### src/rtl/cache_pkg.sv
// Cache geometry shared by the miss-handling path: address split, miss descriptor
// and refill FSM state encoding.
package cache_pkg;

  localparam int unsigned ADDR_W            = 24;
  localparam int unsigned BLOCK_OFFSET_BITS = 3;
  localparam int unsigned SET_NO_BITS       = 3;
  localparam int unsigned INPUT_WAY_NO      = 4;
  localparam int unsigned MEM_DATA_W        = 8;
  localparam int unsigned TAG_W             = ADDR_W - BLOCK_OFFSET_BITS - SET_NO_BITS;
  localparam int unsigned WAY_W             = $clog2(INPUT_WAY_NO);

  typedef struct packed {
    logic [SET_NO_BITS-1:0] set;
    logic [TAG_W-1:0]       tag;
    logic [WAY_W-1:0]       way;
    logic                   write;
  } miss_desc_t;

  typedef enum logic [2:0] {
    StIdle,
    StReq,
    StBeat,
    StInstall,
    StDone
  } refill_state_t;

  function automatic logic [ADDR_W-1:0] block_addr(input logic [TAG_W-1:0]       tag,
                                                   input logic [SET_NO_BITS-1:0] set);
    return {tag, set, {BLOCK_OFFSET_BITS{1'b0}}};
  endfunction

endpackage

### src/rtl/refill_miss_fifo.sv
// Synchronous FIFO of miss descriptors. A full FIFO refuses pushes even when it
// pops in the same cycle.
module refill_miss_fifo
  import cache_pkg::*;
#(
  parameter int unsigned Depth = 2
) (
  input  logic       clk_i,
  input  logic       rst_i,
  input  logic       push_i,
  input  miss_desc_t data_i,
  input  logic       pop_i,
  output miss_desc_t data_o,
  output logic       full_o,
  output logic       empty_o
);

  localparam int unsigned AddrW = (Depth > 1) ? $clog2(Depth) : 1;
  localparam logic [AddrW:0] DepthCnt = (AddrW + 1)'(Depth);

  miss_desc_t       mem_q [Depth];
  logic [AddrW-1:0] wr_ptr_q, rd_ptr_q;
  logic [AddrW:0]   count_q;
  logic             push_ok, pop_ok;

  assign full_o  = (count_q == DepthCnt);
  assign empty_o = (count_q == '0);
  assign push_ok = push_i && !full_o;
  assign pop_ok  = pop_i && !empty_o;
  assign data_o  = mem_q[rd_ptr_q];

  always_ff @(posedge clk_i) begin
    if (push_ok) begin
      mem_q[wr_ptr_q] <= data_i;
    end
  end

  always_ff @(posedge clk_i) begin
    if (rst_i) begin
      wr_ptr_q <= '0;
      rd_ptr_q <= '0;
      count_q  <= '0;
    end else begin
      if (push_ok) wr_ptr_q <= wr_ptr_q + AddrW'(1);
      if (pop_ok)  rd_ptr_q <= rd_ptr_q + AddrW'(1);
      if (push_ok && !pop_ok) begin
        count_q <= count_q + (AddrW + 1)'(1);
      end else if (pop_ok && !push_ok) begin
        count_q <= count_q - (AddrW + 1)'(1);
      end
    end
  end

endmodule

### src/rtl/cache_refill_ctrl.sv
// Refill controller: pops one miss at a time, fetches the block beat by beat into the
// victim line, then installs {tag, valid} and pulses refill_done.
module cache_refill_ctrl
  import cache_pkg::*;
#(
  parameter int unsigned MISSQ_DEPTH = 2
) (
  input  logic                         clk,
  input  logic                         rst,
  input  logic                         miss_valid,
  output logic                         miss_ready,
  input  logic [SET_NO_BITS-1:0]       miss_set,
  input  logic [TAG_W-1:0]             miss_tag,
  input  logic [WAY_W-1:0]             miss_way,
  input  logic                         miss_write,
  output logic                         mem_req_valid,
  input  logic                         mem_req_ready,
  output logic [ADDR_W-1:0]            mem_req_addr,
  input  logic                         mem_rsp_valid,
  input  logic [MEM_DATA_W-1:0]        mem_rsp_data,
  output logic                         fill_we,
  output logic [SET_NO_BITS-1:0]       fill_set,
  output logic [WAY_W-1:0]             fill_way,
  output logic [BLOCK_OFFSET_BITS-1:0] fill_offset,
  output logic [MEM_DATA_W-1:0]        fill_data,
  output logic                         tag_we,
  output logic [SET_NO_BITS-1:0]       tag_set,
  output logic [WAY_W-1:0]             tag_way,
  output logic [TAG_W:0]               tag_value,
  output logic                         refill_done,
  output logic                         busy
);

  localparam logic [BLOCK_OFFSET_BITS-1:0] LastBeat = '1;

  refill_state_t                state_q, state_d;
  logic [BLOCK_OFFSET_BITS-1:0] beat_q, beat_d;
  miss_desc_t                   act_q, act_d;
  miss_desc_t                   fifo_in, fifo_head;
  logic                         fifo_full, fifo_empty, fifo_pop;
  logic                         unused_write;

  assign fifo_in = '{set: miss_set, tag: miss_tag, way: miss_way, write: miss_write};

  refill_miss_fifo #(
    .Depth (MISSQ_DEPTH)
  ) u_missq (
    .clk_i   (clk),
    .rst_i   (rst),
    .push_i  (miss_valid),
    .data_i  (fifo_in),
    .pop_i   (fifo_pop),
    .data_o  (fifo_head),
    .full_o  (fifo_full),
    .empty_o (fifo_empty)
  );

  always_ff @(posedge clk) begin
    if (rst) begin
      state_q <= StIdle;
      beat_q  <= '0;
      act_q   <= '0;
    end else begin
      state_q <= state_d;
      beat_q  <= beat_d;
      act_q   <= act_d;
    end
  end

  always_comb begin
    state_d       = state_q;
    beat_d        = beat_q;
    act_d         = act_q;
    fifo_pop      = 1'b0;
    mem_req_valid = 1'b0;
    fill_we       = 1'b0;
    tag_we        = 1'b0;
    refill_done   = 1'b0;
    unique case (state_q)
      StIdle: begin
        if (!fifo_empty) begin
          fifo_pop = 1'b1;
          act_d    = fifo_head;
          state_d  = StReq;
        end
      end
      StReq: begin
        mem_req_valid = 1'b1;
        if (mem_req_ready) state_d = StBeat;
      end
      StBeat: begin
        if (mem_rsp_valid) begin
          fill_we = 1'b1;
          // Counter wraps to 0 on the last beat, leaving it ready for the next refill.
          beat_d  = beat_q + BLOCK_OFFSET_BITS'(1);
          if (beat_q == LastBeat) state_d = StInstall;
        end
      end
      StInstall: begin
        tag_we  = 1'b1;
        state_d = StDone;
      end
      StDone: begin
        refill_done = 1'b1;
        state_d     = StIdle;
      end
      default: state_d = StIdle;
    endcase
  end

  // Write-allocate fills exactly like a read miss, so the write flag is not consumed here.
  assign unused_write = act_q.write;

  assign miss_ready   = !fifo_full;
  assign busy         = !fifo_empty || (state_q != StIdle);
  assign mem_req_addr = block_addr(act_q.tag, act_q.set);
  assign fill_set     = act_q.set;
  assign fill_way     = act_q.way;
  assign fill_offset  = beat_q;
  assign fill_data    = fill_we ? mem_rsp_data : '0;
  assign tag_set      = act_q.set;
  assign tag_way      = act_q.way;
  assign tag_value    = tag_we ? {act_q.tag, 1'b1} : '0;

endmodule

### config.mk
export PLATFORM = sky130hd
export DESIGN_NAME = cache_refill_ctrl
export DESIGN_NICKNAME = d
export VERILOG_FILES = /design/src/rtl/cache_pkg.sv /design/src/rtl/refill_miss_fifo.sv /design/src/rtl/cache_refill_ctrl.sv
export SDC_FILE = /design/constraint.sdc
export NUM_CORES = 1
export LEC_CHECK = 0
export ABC_AREA = 1
export BUFFER_PORTS_ARGS = -buffer_cell sky130_fd_sc_hd__buf_2
export CAP_MARGIN = 20
export CORE_ASPECT_RATIO = 0.8
export CORE_MARGIN = 4
export CORE_UTILIZATION = 40
export CTS_CLUSTER_SIZE = 40
export DETAILED_ROUTE_END_ITERATION = 8
export PLACE_DENSITY = 0.69
export SLEW_MARGIN = 10
export SYNTH_ARGS = -nofsm -noshare
export SYNTH_HDL_FRONTEND = slang
export SYNTH_SLANG_ARGS = --single-unit
### constraint.sdc
create_clock -name clk -period 1.83 [get_ports clk]
set_clock_uncertainty 0.05 [all_clocks]
set_input_delay 0.2745 -clock clk [delete_from_list [all_inputs] [get_ports clk]]
set_output_delay 0.2745 -clock clk [all_outputs]
set_load 0.05 [all_outputs]
---- Word-level counts from Yosys, hierarchy flattened ----
Memory sizes are Yosys's and may differ from the RTL's. A register that Yosys moved wholly into a read port is not among the register bits.
Cells that the tools add are included.
Widths: inputs -> output; s select.
word-level totals
  register bits ........................... 10
  bits in writable memories ............... 48
  input bits .............................. 37
  output and inout port bits .............. 70
  memories kept ........................... 1
memories
  memory         depth  width  read ports  clocked after Yosys merged registers in  write ports  line                    source
  u_missq.mem_q  2      24     1           1                                        1            refill_miss_fifo.sv:21  miss_desc_t mem_q [Depth];
operators by class
  $add $sub $neg .......................... 5
  eq/ne operators ......................... 10
  muxes and demuxes ....................... 18
  bitwise logic cells ..................... 1
  reduce and logical (&&, ||, !) cells .... 16
operators by type and width
  kind                 count
  $mux 19              1
  $mux 3               4
  $pmux 3 s4           1
  $mux 1               9
  $mux 8               1
  $ne 2x2->1 const B   4
  $eq 3x2->1 const B   2
  $eq 3x3->1 const B   2
  $logic_and 1x1->1    4
  $logic_not 1->1      4
  $mux 2               2
  $reduce_and 2->1     2
  $reduce_and 4->1     1
  $add 3x1->3 const B  1
  $eq 3x1->1 const B   1
  $logic_not 3->1      1
  $reduce_bool 3->1    1
  $add 1x1->1 const B  2
  $add 2x1->2 const B  1
  $eq 2x2->1 const B   1
  $logic_not 2->1      1
  $reduce_bool 2->1    1
  $sub 2x1->2 const B  1
  $logic_or 1x1->1     1
  $not 1->1            1

---- Logic depth before layout (Yosys ltp) ----
Gate-level depths: netlist (run 1).
  depth after elaboration ................. 7
  mapped depth ............................ 10
  mapped depth without buffers ............ 10

---- Hierarchy ----
Synthesis (run 1) repeated with hierarchy kept, for this count alone.
unflattened totals
  cell total of the unflattened synthesis .. 326
  area total of the unflattened synthesis .. 3585.9 um2
modules (own cells, without submodules)
  module             instances  cells an instance  area an instance (um2)  seq. area each (um2)
  refill_miss_fifo   1          112                2090.8                  1541.5
  cache_refill_ctrl  1          214                1495.2                  580.6

---- Least setup slack after synthesis (run 1) ----
Ideal clock, no wire load.
  kind .................................... register to output
  start ................................... reg state_q[0]
  end ..................................... out tag_value[10]
  data arrival time ....................... 2246 ps
  slack ................................... -741 ps
  cell stages (with the launch flop) ...... 6
  path buffers ............................ 1
  cells stage by stage .................... dfxtp_1 inv_1 nor3_2 inv_2 buf_6 nor2_1
on the way
  word-level cells in the longest chain between the ends .. 3
ends and longest elaborated chain
  element                 line                      source
  start, declared         cache_refill_ctrl.sv:36   refill_state_t state_q, state_d;
  start signal, assigned  cache_refill_ctrl.sv:60   state_q <= StIdle;
  start signal, assigned  cache_refill_ctrl.sv:64   state_q <= state_d;
  $eq 3x2->1              cache_refill_ctrl.sv:79   unique case (state_q)
  $mux 1                  cache_refill_ctrl.sv:79
  net tag_we              cache_refill_ctrl.sv:26   output logic tag_we,
  $mux 19                 cache_refill_ctrl.sv:123  assign tag_value = tag_we ? {act_q.tag, 1'b1} : '0;
  end, declared           cache_refill_ctrl.sv:29   output logic [TAG_W:0] tag_value,
The timed path passes the listed nets, and every way through them passes these cells.

---- Final worst setup path (run 1) ----
  start ................................... reg state_q[1]
  end ..................................... out tag_value[18]
on the way
  word-level cells in the longest chain between the ends .. 3
ends and longest elaborated chain
  element     line
  $eq 3x2->1  cache_refill_ctrl.sv:79
  $mux 1      cache_refill_ctrl.sv:79
  $mux 19     cache_refill_ctrl.sv:123
Every way passes these cells.

==> metrics, run 1 <==
critical path launch point type register; largest net degree at the start of global routing 25; Max clock buf depth 2; ys async rst share 0; IO Count roughly 110; Clock H-tree levels 3; First DRT Iteration DRCs 126; Clock Latency Late Sink ~340 ps; Area growth syn-to-layout 38.61%; sequential cell area fraction in the yosys report 0.6220; Reg-to-Reg Start state_q[0]$_SDFFE_PP0P_; Post-CTS Hold Buffers 0; Filler Cell Count 730; final period utilization 1.006; Cells after Synth between 300 and 400; Post-synth EDFFs between 40 and 50; clock sink count 79; Yosys warnings 0; die span in x 109.3 um; WP data required roughly 1500 ps; Final Setup Violations 2; initial core utilization 0.4132; Finished Layout Cells ~590; worst-path cell chain inv_6 -> nor3_4 -> buf_6 -> clkinv_8 -> nor2_4 -> buf_8; initial antenna violation count 0; PD cells approximately 1600 nW/um2; DRC viols 0; hold_sp miss_set[1]; f_max ~540 MHz; Row Count 29; violated checks negative setup slack; static leakage power approximately 0.0020 uW; grt ovf 0; crit path kind register to primary output; # diodes 0; PortBufs between 100 and 150; Detailed Route WL 8237 um; TritonCTS clock tree done; gp weighted congestion 0.7823; final setup TNS -20.79 ps; max cap viols 0; # nets final slightly above 500; core area between 7000 and 8000 um2; CP max stage delay 380 ps; Final Hold Fails 0; syn avg cell area 9.120 um2; Die ar. around 9700 um2; Netlist cell types 20; Final HPWL DP between 5000 and 6000 um; DP Cell Count ~560; chip height just under 90 um; Mapped Area 3283 um2; CP max-delay cell dfxtp_4; wire per inst around 14 um; number of synthesized register bits 79; status finished with violations; vias in the first global route 2554; dpl ws approximately 140 ps; critical path data arrival time approximately 1500 ps; Max IR drop VDD 0.7728 mV; CP top delay family buffers and inverters; Worst Path Max Fanout 5; RSZ-0062 raised after global routing yes; DRT Pass-1 Iters 4; fin crit period between 1500 and 2000 ps; crit path capture type primary output; Reg clk slew, reported paths around 80 ps; via count about 2600; CP bufs+invs 4; Root Driver clkbuf_8; layout cells sized above 1 0.3640; gr usage total 0.1673; DR vias/cell between 4 and 5; final worst slack -11.30 ps; TritonCTS buffer count 9; Top FF cell, synth edfxtp_1; Final Max Tran Viols 0; first-pass GRT wire length about 12000 um; post-route ant nets 0; Setup crit start state_q[1]$_SDFFE_PP0P_; worst hold path type primary input to register
-- cells in the mapped netlist, types with 3 or more instances --
master / number / area [um2]
nor2_1: 36 / 135.1
inv_2: 3 / 11.26
buf_2: 6 / 30.03
buf_6: 3 / 33.78
nand2_1: 129 / 484.2
dfxtp_1: 33 / 660.6
inv_1: 38 / 142.6
ha_1: 3 / 37.54
o21ai_0: 4 / 20.02
clkbuf_1: 5 / 18.77
edfxtp_1: 46 / 1381
a21oi_1: 29 / 145.1
buf_4: 12 / 90.09
nand3_1: 6 / 30.03
-- per-layer routing --
metal | GRT usage | routed length (um) | vias up
met1 | 0.2039 | 3544 | 1177
met4 | 0.1031 | 301 | 0
met3 | 0.02527 | 416 | 21
met2 | 0.2826 | 3974 | 80
met5 | 0 | 0 | -
li1 | - | - | 1347
-- state kept, by name, summed over array words and instances (netlist names) --
name and count:
u_missq.count_q 2, fill_set 3, state_q 3, mem_req_addr 18, u_missq.wr_ptr_q 1, u_missq.mem_q 46
u_missq.rd_ptr_q 1, fill_way 2, fill_offset 3
-- per-stage QoR --
| stage | hold WS [ps] | utilization | total power, uW | cell area, um2 |
|---|---|---|---|---|
| 2_1_floorplan | 323.4 | - | 5096 | 3461 |
| 3_3_place_gp | 413.2 | 0.5050 | 5678 | 4013 |
| 3_5_place_dp | 417.6 | 0.5050 | 5759 | 4013 |
| 4_1_cts | 56.95 | 0.5572 | 7006 | 4428 |
| 5_1_grt | 54.76 | 0.5727 | 7554 | 4551 |
| 6_report | 74.32 | 0.5727 | 7092 | 4551 |
-- final cells by class --
cell class | count | area (um2) | share of cell area
repair inverters | 3 | 36.28 | 0.007974
repair buffers | 122 | 865.8 | 0.1903
clock inverters | 4 | 21.27 | 0.004674
multi-input cells | 217 | 1121 | 0.2464
inverters | 41 | 175.2 | 0.03849
clock buffers | 12 | 145.1 | 0.03189
flip-flops and latches | 79 | 2051 | 0.4506
well taps | 108 | 135.1 | 0.02969
-- layout by cell type (no fill, tap or decap), drive strengths merged --
cell and count:
nand3b 1, inv 43, ha 3, nand3 7, conb 3, clkinvlp 1
dfxtp 33, buf 122, a21oi 29, clkbuf 12, o21ai 4, edfxtp 46
nor2 37, nand2 129, clkinv 4, nor3 2, nand4 2
-- logic make-up after synthesis --
| logic type | after synthesis | synth area share |
|---|---|---|
| AOI/OAI and AO/OA | 33 | 0.05031 |
| DFF | 79 | 0.6219 |
| other | 1 | 0.001142 |
| and+or+nand+nor | 177 | 0.2157 |
| buffers and inverters | 67 | 0.09947 |
| adders and majority gates | 3 | 0.01143 |
-- worst paths after layout --
path | depth (start not counted) | to | slack (ps)
worst min register to register | 2 | fill_way[1]$_SDFFE_PP0P_ | 430
worst min-delay path | 1 | u_missq.mem_q[0][22]$_DFFE_PP_ | 70
worst max register to register | 8 | u_missq.count_q[1]$_SDFFE_PP0P_ | 170
worst max-delay path | 6 | tag_value[18] | -10
-- worst register-to-register path, stage by stage (launching register included) --
cell      delay, ps
dfxtp_4         370
nor2_4          260
nand3b_4        150
ha_4            260
a21oi_1         150
o21ai_0         140
nand2_1          90
nand2_1          50
nor2_1           90
-- repair_timing --
item,4_1_cts,5_1_grt
setup endpoints to repair,27,30
resized for setup,58,23
gates cloned,2,2
pin swaps,3,8
buffers inserted,5,6
-- power by group --
group | total [uW] | leakage [uW] | switching, uW | internal, uW
logic | 3480 | 0.00121 | 2540 | 933
clock network | 1100 | 0.0000838 | 583 | 522
registers | 2510 | 0.000701 | 220 | 2290
total | 7090 | 0.00199 | 3350 | 3740
(Power assumes the default switching activity.)
==> run 2, diff against run 1 <==
--- a/config.mk
+++ b/config.mk
@@ -14,6 +14,8 @@
 export CTS_CLUSTER_SIZE = 40
 export DETAILED_ROUTE_END_ITERATION = 8
 export PLACE_DENSITY = 0.69
+export SETUP_SLACK_MARGIN = 0.3
+export SKIP_LAST_GASP = 1
 export SLEW_MARGIN = 10
 export SYNTH_ARGS = -nofsm -noshare
 export SYNTH_HDL_FRONTEND = slang
==> metrics, run 2 (same netlist as run 1, synthesis figures left out) <==
RSZ-0062 raised after global routing yes; # nets final 508 (-0.97%); max reg flops 46 (unchanged); Clock H-tree levels 3 (unchanged); CP bufs+invs 3 (-1); violated checks negative setup slack; clock sink count 79 (unchanged); largest register by flop count u_missq.mem_q; Max IR drop VDD 0.5221 mV (-32%); final worst slack -18.30 ps (-7.005 ps); Area growth syn-to-layout 42.00%; gr usage total 0.1660 (-0.001322); grt ovf 0 (unchanged); DP Cell Count 553 (-0.54%); max cap viols 0 (unchanged); initial core utilization 0.4132 (unchanged); Final HPWL DP 5212 um (-2.2%); core area 7946 um2 (unchanged); WP data required 1510 ps (about the same); critical path launch point type register; Final Hold Fails 0 (unchanged); crit path capture type primary output; hold slack final 71.59 ps (-2.737 ps); TritonCTS clock tree done; Post-CTS Hold Buffers 0 (unchanged); post-route ant nets 0 (unchanged); DR vias/cell 4.505 (+0.57%); chip height 89.03 um (unchanged); Clock Latency Late Sink 340 ps (about the same); DRT Pass-1 Iters 4 (unchanged); First DRT Iteration DRCs 131 (+4.0%); worst-path cell chain inv_2 -> nor3_4 -> bufinv_16 -> nor2_2 -> buf_6; layout cells sized above 1 0.3835 (+0.01946); commonest non-fill, non-tap cell in the layout nand2_1; CP top delay family buffers and inverters; most frequent cells in the layout nand2_1 (127), buf_2 (69), edfxtp_1 (46); f_max 541.0 MHz (-0.38%); Max clock buf depth 2 (unchanged); initial antenna violation count 0 (unchanged); static leakage power 0.002014 uW (+1.0%); # diodes 0 (unchanged); gp weighted congestion 0.7434 (-5.0%); Reg clk slew, reported paths 80 ps (about the same); Detailed Route WL 7825 um (-5.0%); wire per inst 13.49 um (-4.0%); vias in the first global route 2486 (-2.7%); Final Setup Violations 9 (+7); PortBufs 102 (unchanged); IO Count 107 (unchanged); final period utilization 1.010 (+0.003828); Final Max Tran Viols 0 (unchanged); crit path kind register to primary output; worst hold path type primary input to register; Root Driver clkbuf_8; Filler Cell Count 675 (-7.5%); largest net degree at the start of global routing 25 (unchanged); DRC viols 0 (unchanged); via count 2613 (-0.46%); first-pass GRT wire length 12100 um (-1.6%); CP max stage delay 370 ps (about the same); status finished with violations; Row Count 29 (unchanged); Worst Path Max Fanout 10 (+5); Finished Layout Cells 580 (-1.0%); CP max-delay cell dfxtp_4; critical path data arrival time 1520 ps (about the same); total power 7374 uW (+4.0%); PD cells 1582 nW/um2 (+1.5%); die span in x 109.3 um (unchanged); dpl ws 173.4 ps (+35.98 ps); fin crit period 1848 ps (+7.005 ps); Die ar. 9730 um2 (unchanged); TritonCTS buffer count 9 (unchanged)
## run 2: layer usage
layer | global-route usage | vias to the layer above | wire length [um]
met5 | 0 | - | 0
met4 | 0.04870 | 0 | 102
met3 | 0.05921 | 9 | 676
met2 | 0.2854 | 102 | 3876
met1 | 0.1982 | 1174 | 3170
li1 | - | 1328 | -
## run 2: worst paths after layout
kind,cells past startpoint,slack (ps),start,to
min,1,70,miss_way[0],u_missq.mem_q[1][1]$_DFFE_PP_
max reg2reg,10,250,state_q[0]$_SDFFE_PP0P_,u_missq.count_q[1]$_SDFFE_PP0P_
max,5,-20,state_q[0]$_SDFFE_PP0P_,tag_value[1]
min reg2reg,1,420,fill_offset[0]$_SDFFE_PP0P_,fill_offset[0]$_SDFFE_PP0P_
## run 2: where the power goes
part / switching (uW) / leakage (uW) / internal [uW]
clock: 566 / 0.0000872 / 611
combinational: 2570 / 0.00122 / 1110
sequential: 231 / 0.000702 / 2290
## run 2: timing repair
action | in CTS | in global routing
gates cloned | 1 | 0
resized for setup | 79 | 28
setup endpoints to repair | 33 | 73
pin swaps | 3 | 1
buffers inserted | 7 | 4
## run 2: cell type report
cell class | count | area (um2) | area share
clock buffer | 10 | 127.6 | 0.02738
clock inverter | 5 | 50.05 | 0.01074
tap | 108 | 135.1 | 0.02899
sequential | 79 | 2056 | 0.4410
timing repair inverter | 1 | 16.27 | 0.003489
multi-input combinational | 216 | 1165 | 0.2499
inverter | 41 | 197.7 | 0.04240
timing repair buffer | 120 | 914.6 | 0.1962
## run 2: through the flow
stage,TNS (ps),cell area (um2),util
2_1_floorplan,-1375,3498,-
3_3_place_gp,0,4028,0.5068
3_5_place_dp,0,4028,0.5068
4_1_cts,-180.9,4544,0.5719
5_1_grt,-1632,4662,0.5867
6_report,-107.4,4662,0.5867
